--- config.mk ---
export PLATFORM = sky130hd
export DESIGN_NAME = fft_latency_bcd_flat
export DESIGN_NICKNAME = d
export VERILOG_FILES = /design/src/rtl/fft_latency_bcd_if.sv /design/src/rtl/fft_latency_bcd.sv /design/src/flat_wrapper.sv
export SDC_FILE = /design/constraint.sdc
export NUM_CORES = 1
export LEC_CHECK = 0
export CAP_MARGIN = 5
export CORE_UTILIZATION = 50
export DETAILED_ROUTE_END_ITERATION = 12
export GPL_TIMING_DRIVEN = 0
export PLACE_DENSITY = 0.71
export SYNTH_ARGS = -nofsm -noshare
export SYNTH_HDL_FRONTEND = slang
export SYNTH_SLANG_ARGS = --single-unit
--- constraint.sdc ---
create_clock -name clk -period 2.48 [get_ports clk]
set_clock_uncertainty 0.05 [all_clocks]
set_input_delay 0.372 -clock clk [delete_from_list [all_inputs] [get_ports clk]]
set_output_delay 0.372 -clock clk [all_outputs]
set_load 0.03 [all_outputs]
--- src/rtl/fft_latency_bcd_if.sv ---
// Control strobes from the FFT core and the BCD result bundle for the
// display stage. The FFT side drives the strobes (master); the latency
// meter drives the result (slave).
interface fft_latency_bcd_if #(
    parameter int DIGITS = 4
);
    logic                  en_FFT;
    logic                  done_FFT;
    logic                  busy;
    logic [4*DIGITS-1:0]   bcd;
    logic                  bcd_valid;
    logic                  overflow;

    modport master (
        output en_FFT,
        output done_FFT,
        input  busy,
        input  bcd,
        input  bcd_valid,
        input  overflow
    );

    modport slave (
        input  en_FFT,
        input  done_FFT,
        output busy,
        output bcd,
        output bcd_valid,
        output overflow
    );
endinterface

--- src/rtl/fft_latency_bcd.sv ---
// FFT run latency meter: counts prescaled ticks between en_FFT and done_FFT,
// saturates at 10^DIGITS-1, and converts the count to packed BCD with a
// sequential double-dabble engine (one iteration per clock).
//
// state   | meaning
// --------+----------------------------------------------------------
// IDLE    | waiting for en_FFT; done_FFT ignored
// MEASURE | prescaler/tick counter running; en_FFT restarts, done_FFT ends
// CONVERT | CNT_W double-dabble iterations on the shift register
// DONE    | publish bcd/overflow, pulse bcd_valid, return to IDLE
module fft_latency_bcd #(
    parameter int PRESCALE = 100,
    parameter int DIGITS   = 4,
    parameter int CNT_W    = 14
) (
    input  logic                     clk,
    input  logic                     rst,
    fft_latency_bcd_if.slave         bus
);
    localparam int PRE_W  = (PRESCALE > 2) ? $clog2(PRESCALE) : 1;
    localparam int BCD_W  = 4 * DIGITS;
    localparam int SR_W   = BCD_W + CNT_W;
    localparam int ITER_W = $clog2(CNT_W + 1);

    localparam logic [PRE_W-1:0]  PRE_LAST  = PRE_W'(PRESCALE - 1);
    localparam logic [CNT_W-1:0]  TICK_MAX  = CNT_W'(10 ** DIGITS - 1);
    localparam logic [ITER_W-1:0] ITER_LAST = ITER_W'(CNT_W - 1);

    typedef enum logic [1:0] {
        IDLE    = 2'd0,
        MEASURE = 2'd1,
        CONVERT = 2'd2,
        DONE    = 2'd3
    } state_t;

    state_t              state;
    state_t              next_state;

    logic [PRE_W-1:0]    pre;
    logic [CNT_W-1:0]    ticks;
    logic                sat;
    logic [ITER_W-1:0]   iter;
    logic [SR_W-1:0]     sr;
    logic [SR_W-1:0]     sr_adj;
    logic [SR_W-1:0]     sr_next;

    logic                busy_q;
    logic [BCD_W-1:0]    bcd_q;
    logic                bcd_valid_q;
    logic                overflow_q;

    assign bus.busy      = busy_q;
    assign bus.bcd       = bcd_q;
    assign bus.bcd_valid = bcd_valid_q;
    assign bus.overflow  = overflow_q;

    // State register.
    always_ff @(posedge clk or posedge rst) begin
        if (rst) begin
            state <= IDLE;
        end else begin
            state <= next_state;
        end
    end

    // Next-state decode; done_FFT has priority over en_FFT in MEASURE.
    always_comb begin
        next_state = state;
        case (state)
            IDLE: begin
                if (bus.en_FFT) begin
                    next_state = MEASURE;
                end
            end
            MEASURE: begin
                if (bus.done_FFT) begin
                    next_state = CONVERT;
                end
            end
            CONVERT: begin
                if (iter == ITER_LAST) begin
                    next_state = DONE;
                end
            end
            DONE: begin
                next_state = IDLE;
            end
            default: begin
                next_state = IDLE;
            end
        endcase
    end

    // One double-dabble step: add 3 to every BCD nibble >= 5, then shift left.
    always_comb begin
        sr_adj = sr;
        for (int d = 0; d < DIGITS; d++) begin
            if (sr_adj[CNT_W + 4*d +: 4] >= 4'd5) begin
                sr_adj[CNT_W + 4*d +: 4] = sr_adj[CNT_W + 4*d +: 4] + 4'd3;
            end
        end
        sr_next = {sr_adj[SR_W-2:0], 1'b0};
    end

    // Prescaler, saturating tick counter and conversion datapath.
    always_ff @(posedge clk or posedge rst) begin
        if (rst) begin
            pre   <= '0;
            ticks <= '0;
            sat   <= 1'b0;
            iter  <= '0;
            sr    <= '0;
        end else begin
            case (state)
                IDLE: begin
                    if (bus.en_FFT) begin
                        pre   <= '0;
                        ticks <= '0;
                        sat   <= 1'b0;
                    end
                end
                MEASURE: begin
                    if (bus.done_FFT) begin
                        sr   <= {{BCD_W{1'b0}}, ticks};
                        iter <= '0;
                    end else if (bus.en_FFT) begin
                        pre   <= '0;
                        ticks <= '0;
                        sat   <= 1'b0;
                    end else if (pre == PRE_LAST) begin
                        pre <= '0;
                        if (ticks == TICK_MAX) begin
                            sat <= 1'b1;
                        end else begin
                            ticks <= ticks + CNT_W'(1);
                        end
                    end else begin
                        pre <= pre + PRE_W'(1);
                    end
                end
                CONVERT: begin
                    sr   <= sr_next;
                    iter <= iter + ITER_W'(1);
                end
                default: begin
                end
            endcase
        end
    end

    // Result registers; busy stays up through the cycle after DONE so the
    // display stage sees it fall one clock after the valid pulse.
    always_ff @(posedge clk or posedge rst) begin
        if (rst) begin
            busy_q      <= 1'b0;
            bcd_q       <= '0;
            bcd_valid_q <= 1'b0;
            overflow_q  <= 1'b0;
        end else begin
            busy_q      <= (state != IDLE) || (next_state != IDLE);
            bcd_valid_q <= (state == DONE);
            if (state == DONE) begin
                bcd_q      <= sr[SR_W-1 -: BCD_W];
                overflow_q <= sat;
            end
        end
    end
endmodule

--- src/flat_wrapper.sv ---
// flat-port wrapper written by rule: the top's interface ports become plain ports
module fft_latency_bcd_flat 
#(
    parameter int PRESCALE = 100,
    parameter int DIGITS   = 4,
    parameter int CNT_W    = 14
)
  (clk, rst, bus_en_FFT, bus_done_FFT, bus_busy, bus_bcd, bus_bcd_valid, bus_overflow);
  fft_latency_bcd_if #(.DIGITS(DIGITS)) bus_i ();
  input  logic clk;
  input  logic rst;
  input wire logic [$bits(bus_i.en_FFT)-1:0] bus_en_FFT;
  input wire logic [$bits(bus_i.done_FFT)-1:0] bus_done_FFT;
  output wire logic [$bits(bus_i.busy)-1:0] bus_busy;
  output wire logic [$bits(bus_i.bcd)-1:0] bus_bcd;
  output wire logic [$bits(bus_i.bcd_valid)-1:0] bus_bcd_valid;
  output wire logic [$bits(bus_i.overflow)-1:0] bus_overflow;
  assign bus_i.en_FFT = bus_en_FFT;
  assign bus_i.done_FFT = bus_done_FFT;
  assign bus_busy = bus_i.busy;
  assign bus_bcd = bus_i.bcd;
  assign bus_bcd_valid = bus_i.bcd_valid;
  assign bus_overflow = bus_i.overflow;
  fft_latency_bcd #(.PRESCALE(PRESCALE), .DIGITS(DIGITS), .CNT_W(CNT_W)) u_core (.clk(clk), .rst(rst), .bus(bus_i));
endmodule
==> results.toml, run 1 <==
[outcome]
outcome = "finished, final reports clean"

[critical_path]
cp_slowest_cell = "dfrtp_1"
reg2reg_slack_ns = 0.40
endpoint = "u_core.ticks[8]"
path_buf_inv = 1
crit_path_end_kind = "register"
start_kind = "register"
r2r_end = "u_core.ticks[8]"
critPathKind = "reg -> reg"
cpPeakStageDelay_ns = 0.45
crit_family = "simple AND/OR/NAND/NOR gates"
reg2regPathDepth = 6
cp_max_fo = 10
crit_start = "u_core.ticks[0]"
cp.required_ns = 2.70
path_cells = "ha_1 -> and3_1 -> nand4_1 -> clkbuf_1 -> nand3_1 -> o221ai_1"
r2r-start = "u_core.ticks[0]"
arrival_ns = 2.30
path_depth = 6

[clock_network]
cts_resized = 0
hold_buffers = 0
clockBufferDepth = 2
clock-root-buffer = "clkbuf_8"
tritoncts = "built"
htree_levels = 3
numClockSinks = 77
clk_pin_slew_worst_paths_ns = 0.09
clkLatencyLatePin_ns = 0.36
cts_buffers = 9
post_cts_buffers = 0

[synth]
yosysWarnings = 0
avgSynthCellArea_um2 = 9.849
synth-async-reset-ratio = 1.000
syn-cell-area_um2 = 3752
syn-num-nets = 397
synth_ff_type = "dfrtp_1"
synth_seq_cells = 77
syn_inst = 381
synth_cell_types = 39
yosysSeqAreaShare = 0.5135
synth_enable_flop_cells = 0

[sta]
hold_viol_final = 0
clock.fmax_ghz = 0.4799
worst_slack_ns = 0.3962
finalSetupViolCount = 0
holdWs_ns = 0.2770
period_needed_ns = 2.084
drv_slew = 0
worst_pin_slew_ns = 0.5649
slew_headroom = 0.6217
period_share = 0.8402
rsz0062_at_grt = "no"

[finish]
fin_cells = 519
drive_gt1_frac = 0.09762
area_growth_pct = 15.44
regArea_um2 = 1927
fin_nets = 431
fin_area_um2 = 4332
n_antenna_cell = 0
fillers = 623
final_core_util = 0.5972
multiInputGateArea_um2 = 1679

[floorplanning]
die_x_um = 88.63
row_count = 31
initial_core_util = 0.5173
boundaryPins = 23
core-area_um2 = 7253
die_h_um = 88.63
dieArea_um2 = 7855

[power_and_ir_drop]
power_density_nw_per_um2 = 1063
power_leakage_nw = 1.868
peakVddDrop_mv = 0.6123

[grt]
grt_usage = 0.2310
grt_max_degree = 56
grt_antenna_before_repair = 0
overflow = 0
grt_pass1_vias = 2848
grt_pass1_wl_um = 13650

[detailed_routing]
drcViolationCount = 0
viasPerCell = 5.780
antenna_left = 0
drt-total-wl_um = 8111
drtPass1Iterations = 4
vias = 3000
wire_per_inst_um = 15.63
drt-initial-drc-count = 175

[placed_design]
place_ws_ns = 0.09688
placed_cells_incl_taps = 503
dpl.hpwl_um = 5631
placed_area_um2 = 4126
port_buffers = 22
gp_congestion = 0.8421

[run]
drv_cap = 0

[worst_hold_path]
hold_path.class = "in -> async"
report_power, final:
part	leakage (nW)	total, mW	switching [mW]	internal [mW]
registers	1.03	1.85	0.239	1.61
clock network	0.101	0.983	0.504	0.479
logic	0.737	1.77	1.08	0.692
through the flow:
stage / setup TNS [ns] / power (mW)
floorplan: 0 / 3.079
global placement: -90.45 / 3.569
detailed placement: 0 / 3.650
CTS: 0 / 4.641
global route: 0 / 4.953
finish: 0 / 4.605
worst register-to-register path: stages, from the launching register on:
cell      delay [ns]
dfrtp_1         0.45
ha_1            0.27
and3_1          0.22
nand4_1         0.21
clkbuf_1        0.38
nand3_1         0.20
o221ai_1        0.22
cell usage after synthesis (3+ instances only):
library cell  count  share of area
nand3_1          21          0.028
mux2_2           13          0.039
ha_1             12          0.040
a32o_1            4          0.011
a21oi_1          10          0.013
a31oi_1          24          0.040
a41oi_1          11          0.026
or3_1             5         0.0083
nand2b_1         12          0.020
inv_1            16          0.016
nand4_1           9          0.015
nor2_1           21          0.021
nor3_1            4         0.0053
xor2_1            4         0.0093
nor4_1            4         0.0067
and3_1            6          0.010
xnor2_1           6          0.014
nor4b_1           3         0.0070
o21ai_0          28          0.037
dfrtp_1          77           0.51
nand2_1          50          0.050
clkbuf_1         10          0.010
o31ai_1           6          0.012
buf_2             6         0.0080
sequential cells by signal, summed over array words and instances (netlist names):
| register | count |
|---|---|
| u_core.sr | 30 |
| u_core.bus.bcd | 16 |
| u_core.ticks | 14 |
| u_core.pre | 7 |
| u_core.iter | 4 |
| u_core.state | 2 |
| u_core.bus.bcd_valid | 1 |
| u_core.bus.busy | 1 |
| u_core.bus.overflow | 1 |
| u_core.sat | 1 |
worst min path at each step:
stage / startpoint / endpoint / slack (ns) / depth (start not counted)
final: rst / u_core.bus.bcd[1] / 0.28 / 2
after global placement: u_core.bus.bcd[4] / u_core.bus.bcd[4] / 0.42 / 2
after detailed placement: u_core.sr[13] / u_core.sr[14] / 0.42 / 2
after floorplan: u_core.sr[13] / u_core.sr[14] / 0.40 / 2
after CTS: rst / u_core.bus.bcd[1] / 0.28 / 2
after global routing: rst / u_core.sr[19] / 0.30 / 2
logic make-up after synthesis:
family          Yosys count  share of synthesized area
flops                    77                     0.5135
buf+inv                  35                    0.03902
fa+ha+maj                12                    0.04001
xor+xnor                 10                    0.02334
compound gates           87                     0.1484
simple gates            145                     0.1914
mux                      15                    0.04435
cells in the final DEF (no fill, tap or decap), drive strengths merged, types with 11 or more instances in the layout:
cell | Yosys | final
clkbuf | 10 | 19
nand3 | 21 | 21
nand2 | 50 | 50
a41oi | 11 | 11
nand2b | 12 | 12
inv | 16 | 19
nor2 | 21 | 21
clkdlybuf4s50 | 0 | 22
mux2 | 13 | 13
ha | 12 | 12
o21ai | 28 | 28
a31oi | 24 | 24
dfrtp | 77 | 77
layout make-up:
cell class | instances | area share
sequential | 77 | 0.4448
multi-input combinational | 269 | 0.3876
timing repair buffer | 23 | 0.05719
clock buffer | 9 | 0.02860
tap | 99 | 0.02860
buffer | 19 | 0.01993
clock inverter | 7 | 0.01878
inverter | 16 | 0.01444
routing by layer:
metal  routed length, um  share of wire  track usage
met2                3859           0.48       0.3643
met1                3843           0.47       0.3130
met4                 115          0.014       0.1026
met5                   0              0            0
met3                 292          0.036      0.04104
Power figures use the tool's default switching activity.
==> run 2, diff against run 1 <==
--- a/config.mk
+++ b/config.mk
@@ -9,7 +9,7 @@
 export CORE_UTILIZATION = 50
 export DETAILED_ROUTE_END_ITERATION = 12
 export GPL_TIMING_DRIVEN = 0
-export PLACE_DENSITY = 0.71
+export PLACE_DENSITY = 0.68
 export SYNTH_ARGS = -nofsm -noshare
 export SYNTH_HDL_FRONTEND = slang
 export SYNTH_SLANG_ARGS = --single-unit
==> constraint.sdc (replaced) <==
create_clock -name clk -period 2.1 [get_ports clk]
set_clock_uncertainty 0.05 [all_clocks]
set_input_delay 0.315 -clock clk [delete_from_list [all_inputs] [get_ports clk]]
set_output_delay 0.315 -clock clk [all_outputs]
set_load 0.03 [all_outputs]
==> run 2 against run 1 <==
Effect of this change: first-iteration DRC count fell by 9.7%; setup slack worse by 0.28 ns; register-to-register slack got worse by 0.28 ns; routed wire length is 1.7% higher; combinational power is 19% higher; sequential share of layout area shrank 0.61 points; die area stayed put; global-route usage increased by 0.22 points; critical endpoint is now u_core.ticks[5]; largest cell class unchanged.
==> results.toml, run 2 (same netlist as run 1, synthesis figures left out) <==
[critical_path]
cp_max_fo = 10
crit_family = "compound AO/OA/AOI/OAI gates"
path_buf_inv = 1
cpPeakStageDelay_ns = 0.45
crit_path_end_kind = "register"
critPathKind = "reg -> reg"
r2r-start = "u_core.ticks[0]"
start_kind = "register"
arrival_ns = 2.19
cp_slowest_cell = "dfrtp_1"
cp.required_ns = 2.31
path_cells = "ha_2 -> and3_1 -> nand4_1 -> a31o_4 -> buf_6 -> a31oi_1"
crit_start = "u_core.ticks[0]"

[detailed_routing]
viasPerCell = 5.781
antenna_left = 0
drtPass1Iterations = 4
drt-total-wl_um = 8247
wire_per_inst_um = 15.83
drcViolationCount = 0
vias = 3012
drt-initial-drc-count = 158

[power_and_ir_drop]
power_leakage_nw = 1.892
peakVddDrop_mv = 0.4955
power_density_nw_per_um2 = 1263

[clock_network]
tritoncts = "built"
htree_levels = 3
clockBufferDepth = 2
clk_pin_slew_worst_paths_ns = 0.08
clkLatencyLatePin_ns = 0.35
cts_buffers = 9
clock-root-buffer = "clkbuf_8"
numClockSinks = 77

[placed_design]
gp_congestion = 0.8153
dpl.hpwl_um = 5597
port_buffers = 22
place_ws_ns = -0.2331

[sta]
hold_viol_final = 0
finalSetupViolCount = 0
worst_slack_ns = 0.1191
period_needed_ns = 1.981
tns_ns = 0
worst_pin_slew_ns = 0.5631
drv_slew = 0
clock.fmax_ghz = 0.5048
slew_headroom = 0.6232
period_share = 0.9433

[grt]
grt_pass1_vias = 2831
grt_antenna_before_repair = 0
grt_usage = 0.2332
grt_max_degree = 38
grt_pass1_wl_um = 13790
overflow = 0

[floorplanning]
die_h_um = 88.63
initial_core_util = 0.5173
core-area_um2 = 7253
boundaryPins = 23
die_x_um = 88.63
row_count = 31
dieArea_um2 = 7855

[outcome]
outcome = "finished, final reports clean"

[finish]
largest_reg_flops = 30
final_core_util = 0.6055
fin_nets = 433
drive_gt1_frac = 0.1090
n_antenna_cell = 0
area_growth_pct = 17.04
final_common_cell = "dfrtp_1"
final_cell_mix = "77 x dfrtp_1, 50 x nand2_1, 28 x o21ai_0"
regMostFlops = "u_core.sr"

[worst_hold_path]
hold_path.class = "in -> async"

[run]
drv_cap = 0
-- run 2: per-layer routing --
layer | vias up | share of wire | track usage
met5 | - | 0 | 0
met4 | 0 | 0.012 | 0.1012
met3 | 7 | 0.030 | 0.02799
met2 | 51 | 0.48 | 0.3538
met1 | 1499 | 0.48 | 0.3382
li1 | 1455 | - | -
-- run 2: cell type report --
cell class,instances,area (um^2)
fillers,638,2861
plain buffers,19,88.84
clock inverters,6,86.33
repair buffers,25,267.8
clock buffers,10,137.6
flip-flops and latches,77,1927
inverters,16,63.81
well taps,99,123.9
multi-input cells,269,1697
-- run 2: path summary, 6_finish.rpt --
check                           depth (start not counted)           endpoint  slack [ns]
worst min-delay path                                    2      u_core.pre[6]        0.24
worst max register to register                          6    u_core.ticks[5]        0.12
worst min register to register                          2  u_core.bus.bcd[0]        0.43
worst max-delay path                                    6    u_core.ticks[5]        0.12
min in group clk                                        2  u_core.bus.bcd[0]        0.43
max in group asynchronous                               4       u_core.sr[8]        1.04
-- run 2: power breakdown --
part	internal (mW)	switching [mW]	leakage, nW
registers	1.90	0.285	1.03
logic	0.830	1.27	0.750
clock network	0.700	0.557	0.112
-- run 2: worst register-to-register path, cell delays in order, from the launching register on --
cell,delay (ns)
dfrtp_1,0.45
ha_2,0.25
and3_1,0.21
nand4_1,0.25
a31o_4,0.36
buf_6,0.15
a31oi_1,0.17
-- run 2: repair_timing --
item,in CTS,in global routing
hold buffers,0,0
setup buffers,0,1
resized for setup,0,7
endpoints found under the setup margin,0,20
-- run 2: metrics by stage --
| step | instance area (um^2) | power [mW] | hold WS [ns] | instances |
|---|---|---|---|---|
| 4_1_cts | 4364 | 5.572 | 0.2416 | 520 |
| 3_3_place_gp | 4100 | 4.214 | 0.4127 | 502 |
| 2_1_floorplan | 3756 | 3.637 | 0.3704 | 381 |
| 6_report | 4392 | 5.548 | 0.2434 | 521 |
| 3_5_place_dp | 4140 | 4.303 | 0.4201 | 504 |
| 5_1_grt | 4392 | 5.969 | 0.2784 | 521 |
